`src/rtl/pipeline_skid_register.sv`:
```
// Two-entry skid register: one cycle of latency, full throughput.
// in_ready comes straight from a flop, so there is no combinational path from out_ready.
module pipeline_skid_register #(
  parameter int unsigned       DATA_W     = 64,
  parameter logic [DATA_W-1:0] RESET_DATA = {DATA_W{1'b0}}
) (
  input  logic              CLK,
  input  logic              RESET,
  input  logic              flush,
  input  logic              in_valid,
  input  logic [DATA_W-1:0] in_data,
  output logic              in_ready,
  output logic              out_valid,
  output logic [DATA_W-1:0] out_data,
  input  logic              out_ready,
  output logic [1:0]        occupancy
);

  typedef enum logic [1:0] {
    EMPTY = 2'd0,
    HALF  = 2'd1,
    FULL  = 2'd2
  } state_e;

  state_e            state_q, state_d;
  logic [DATA_W-1:0] main_q, main_d;
  logic [DATA_W-1:0] skid_q, skid_d;
  logic              in_ready_q;
  logic              out_valid_q;
  logic              in_fire;
  logic              out_fire;

  assign in_fire  = in_valid & in_ready_q;
  assign out_fire = out_valid_q & out_ready;

  always_comb begin
    state_d = state_q;
    main_d  = main_q;
    skid_d  = skid_q;
    if (flush) begin
      state_d = EMPTY;
      main_d  = RESET_DATA;
      skid_d  = RESET_DATA;
    end else begin
      case (state_q)
        EMPTY: begin
          if (in_fire) begin
            state_d = HALF;
            main_d  = in_data;
          end
        end
        HALF: begin
          if (in_fire && out_fire) begin
            main_d = in_data;
          end else if (in_fire) begin
            state_d = FULL;
            skid_d  = in_data;
          end else if (out_fire) begin
            state_d = EMPTY;
          end
        end
        FULL: begin
          // in_ready is low here, so only the drain path exists
          if (out_fire) begin
            state_d = HALF;
            main_d  = skid_q;
          end
        end
        default: begin
          state_d = EMPTY;
          main_d  = RESET_DATA;
          skid_d  = RESET_DATA;
        end
      endcase
    end
  end

  // Handshake outputs are registered copies of the next state's decode.
  always_ff @(posedge CLK or posedge RESET) begin
    if (RESET) begin
      state_q     <= EMPTY;
      main_q      <= RESET_DATA;
      skid_q      <= RESET_DATA;
      in_ready_q  <= 1'b1;
      out_valid_q <= 1'b0;
    end else begin
      state_q     <= state_d;
      main_q      <= main_d;
      skid_q      <= skid_d;
      in_ready_q  <= (state_d != FULL);
      out_valid_q <= (state_d != EMPTY);
    end
  end

  assign in_ready  = in_ready_q;
  assign out_valid = out_valid_q;
  assign out_data  = main_q;
  assign occupancy = state_q;

endmodule

```
`config.mk`:
```
export PLATFORM = sky130hd
export DESIGN_NAME = pipeline_skid_register
export DESIGN_NICKNAME = d
export VERILOG_FILES = /design/src/rtl/pipeline_skid_register.sv
export SDC_FILE = /design/constraint.sdc
export NUM_CORES = 1
export LEC_CHECK = 0
export ABC_CLOCK_PERIOD_IN_PS = 9500
export CORE_ASPECT_RATIO = 1.4
export CORE_MARGIN = 3
export CORE_UTILIZATION = 35
export CTS_BUF_LIST = sky130_fd_sc_hd__clkbuf_16
export DETAILED_ROUTE_END_ITERATION = 7
export REMOVE_ABC_BUFFERS = 1
export SLEW_MARGIN = 20
export SYNTH_ARGS = -nofsm -noshare
export SYNTH_HDL_FRONTEND = slang
export SYNTH_SLANG_ARGS = --single-unit
```
`constraint.sdc`:
```
create_clock -name CLK -period 9.5 [get_ports CLK]
set_clock_uncertainty 0.2 [all_clocks]
set_input_delay 2.85 -clock CLK [delete_from_list [all_inputs] [get_ports CLK]]
set_output_delay 2.85 -clock CLK [all_outputs]
set_load 0.1 [all_outputs]
```
==> impl_metrics.yaml <==
floorplanning:
  die_area_mm2: 0.0208
  die_w_um: 123
  core_mm2: 0.0187
  die_h_um: 169
  start_util_pct: 35.7
  io_pins: 137
  num_rows: 59
logic_synthesis:
  ys_seq_area_share_pct: 49.5
  synth_top_cell_area_share_pct: 49.1
  post-synth-top-count-cell: "a21oi_1"
  netlist_instances: 681
  synth_area_leaders: "dfrtp_1, a21oi_1, a211oi_2"
  syn_area_mm2: 0.00667
  synth_edf_count: 0
  synthTopCellsByCount: "a21oi_1, dfrtp_1, nor2b_1"
  ys_types: 29
  synth_seq_cells: 132
  synth.largest_area_cell: "dfrtp_1"
  ys.flop_type: "dfrtp_1"
  ys_warn_count: 0
  ys_async_sr_fraction_pct: 100
  syn_avg_cell_area_um2: 9.79
sta:
  period_minus_slack_ps: 5510
  max_freq_mhz: 181
  finalMaxSlewViolations: 0
  fin_crit_sh_pct: 58.0
  rsz0062_at_grt: "no"
  hold_viol: 0
  finalSetupTns_ps: 0
  tightest_slew_ps: 1130
  setup_viol: 0
  max_slew_margin_pct: 24.9
cts:
  clk_path_buf_depth: 2
  tritoncts: "built"
  clockRootBuffer: "clkbuf_16"
  cts-hold-fix-buffers: 0
  clock_latency_ps: 410
  htree_levels: 4
  clock-sinks: 132
  clkTransAtPathRegs_ps: 60
  numCtsBuffers: 17
  cts_resized: 0
  postCtsSetupBuffers: 0
route:
  wl_per_cell_um: 18.9
  routed_wl_mm: 19.3
  ant_nets: 0
  vias_per_cell: 5.61
  first_pass_iters: 5
  vias: 5743
  drcViolationCount: 0
  dr.first_iter.drc_count: 461
power_and_ir_drop:
  leakage_uw: 0.00334
  swShare_pct: 40.4
  p_seq_share_pct: 34.1
  internal_power_uw: 1130
  p_per_area_mw_per_mm2: 220
  ir_worst_vdd_mv: 0.153
  p_switching_uw: 768
  clockPowerShare_pct: 30.6
  fin_total_pwr_uw: 1900
  p_comb_share_pct: 35.3
worst_setup_path:
  path_cells: "clkdlybuf4s50_1"
  required_ps: 6450
  crit_slowest_cell: "clkdlybuf4s50_1"
  arrival_ps: 2460
  reg2reg_to: "out_data[47]$_DFFE_PP0P_"
  path_class: "flop to output pin"
  cpPeakStageDelay_ps: 1260
  endpoint_kind: "output pin"
  crit_path_max_fanout: 31
  r2r-start: "occupancy[0]$_DFF_PP0_"
  critPathLaunchType: "flop"
  path_delay_family: "buffers and inverters"
  critical_path_buf_inv_count: 1
  worstRegToRegCells: 6
  rrSetupSlack_ps: 6060
hold_path:
  hold_depth: 2
  min_to: "skid_q[3]$_DFFE_PP0P_"
  hold_start: "skid_q[3]$_DFFE_PP0P_"
  hp-class: "flop to flop"
layout:
  fin_nets: 838
  fill_cells: 1748
  layout-drive-gt1-share_pct: 13.7
  area_growth_pct: 29.1
  diodes: 0
flow_run:
  drv_cap: 0
place:
  place_congestion: 0.775
  dp_hpwl_mm: 10.9
  io_buffers: 136
global_route:
  grt_max_degree: 84
  grt_pass1_wl_mm: 31.7
  grt_usage_pct: 19.1
  antenna_found_initial: 0
  overflow: 0
  grt_pass1_vias: 6097
outcome:
  status: "finished, final reports clean"
## worst max path at each step
stage                                start                       end  slack (ps)  cells after the start
floorplan           occupancy[1]$_DFF_PP0_  out_data[47]$_DFFE_PP0P_        1520                      4
global placement                  in_valid  out_data[49]$_DFFE_PP0P_        3730                      6
detailed placement                in_valid  out_data[47]$_DFFE_PP0P_        3660                      6
CTS                 occupancy[1]$_DFF_PP0_              occupancy[1]        3940                      1
global route        occupancy[1]$_DFF_PP0_              occupancy[1]        3890                      1
finish              occupancy[1]$_DFF_PP0_              occupancy[1]        3990                      1
## per-stage QoR
stage,cell area [µm²],cells,util [%],setup WS [ps],hold WS [ps]
after detailed placement,8080,993,43.3,3660,327
after global placement,8080,993,43.3,3730,320
after global routing,8610,1023,46.1,3890,348
after CTS,8580,1022,46.0,3940,337
final,8610,1023,46.1,3990,338
after floorplan,6300,605,-,1520,306
## kinds of logic (layout without fill, tap and decap cells)
| family | after synthesis | after routing | synth area share [%] |
|---|---|---|---|
| simple gates | 162 | 162 | 14.2 |
| mux | 2 | 2 | 0.300 |
| flops | 132 | 132 | 49.5 |
| compound gates | 306 | 306 | 30.2 |
| buf+inv | 79 | 177 | 5.74 |
## registers in the layout, indices dropped and copies added (netlist names)
name	count
out_data	64
skid_q	64
occupancy	2
in_ready	1
out_valid	1
## final cells by class
class                      count  area [µm²]  share of cell area, %
sequential                   132        3310                   38.4
multi-input combinational    470        3030                   35.2
timing repair buffer         145        1450                   16.9
clock buffer                  17         425                   4.94
tap                          244         305                   3.54
clock inverter                12        77.6                  0.901
inverter                       3        16.3                  0.189
## layout by cell type, fill, tap and decap left out, types with 3 or more instances in the layout
cell | synthesis | routed
buf_4 | 2 | 7
nand2b_1 | 22 | 22
nor2b_1 | 65 | 64
inv_1 | 2 | 4
o21ai_1 | 7 | 7
clkbuf_16 | 0 | 17
dfrtp_1 | 131 | 129
clkdlybuf4s50_1 | 0 | 135
nand4_1 | 22 | 22
nand3_1 | 42 | 42
clkinv_2 | 0 | 5
a211oi_1 | 4 | 4
a21oi_1 | 172 | 171
nand2_1 | 4 | 3
o21ai_0 | 57 | 57
a211oi_2 | 60 | 60
clkinv_1 | 0 | 3
## per-layer routing
metal  track usage [%]  share of wire [%]  wire, µm  vias to the layer above
met5                 0                  0         0                        -
met4              5.65                1.4       278                        0
li1                  -                  -         -                     2636
met1              24.9                 43      8280                     2915
met3              4.23                5.5      1060                       17
met2              31.6                 50      9670                      175
## power groups by stage
stage | registers [µW] | logic (µW) | clock network (µW)
final | 647 | 671 | 581
after global routing | 653 | 708 | 615
after CTS | 648 | 672 | 592
after detailed placement | 656 | 671 | 0
after global placement | 657 | 661 | 0
after floorplan | 943 | 184 | 0
No activity file was read; power rests on OpenSTA's default activity.
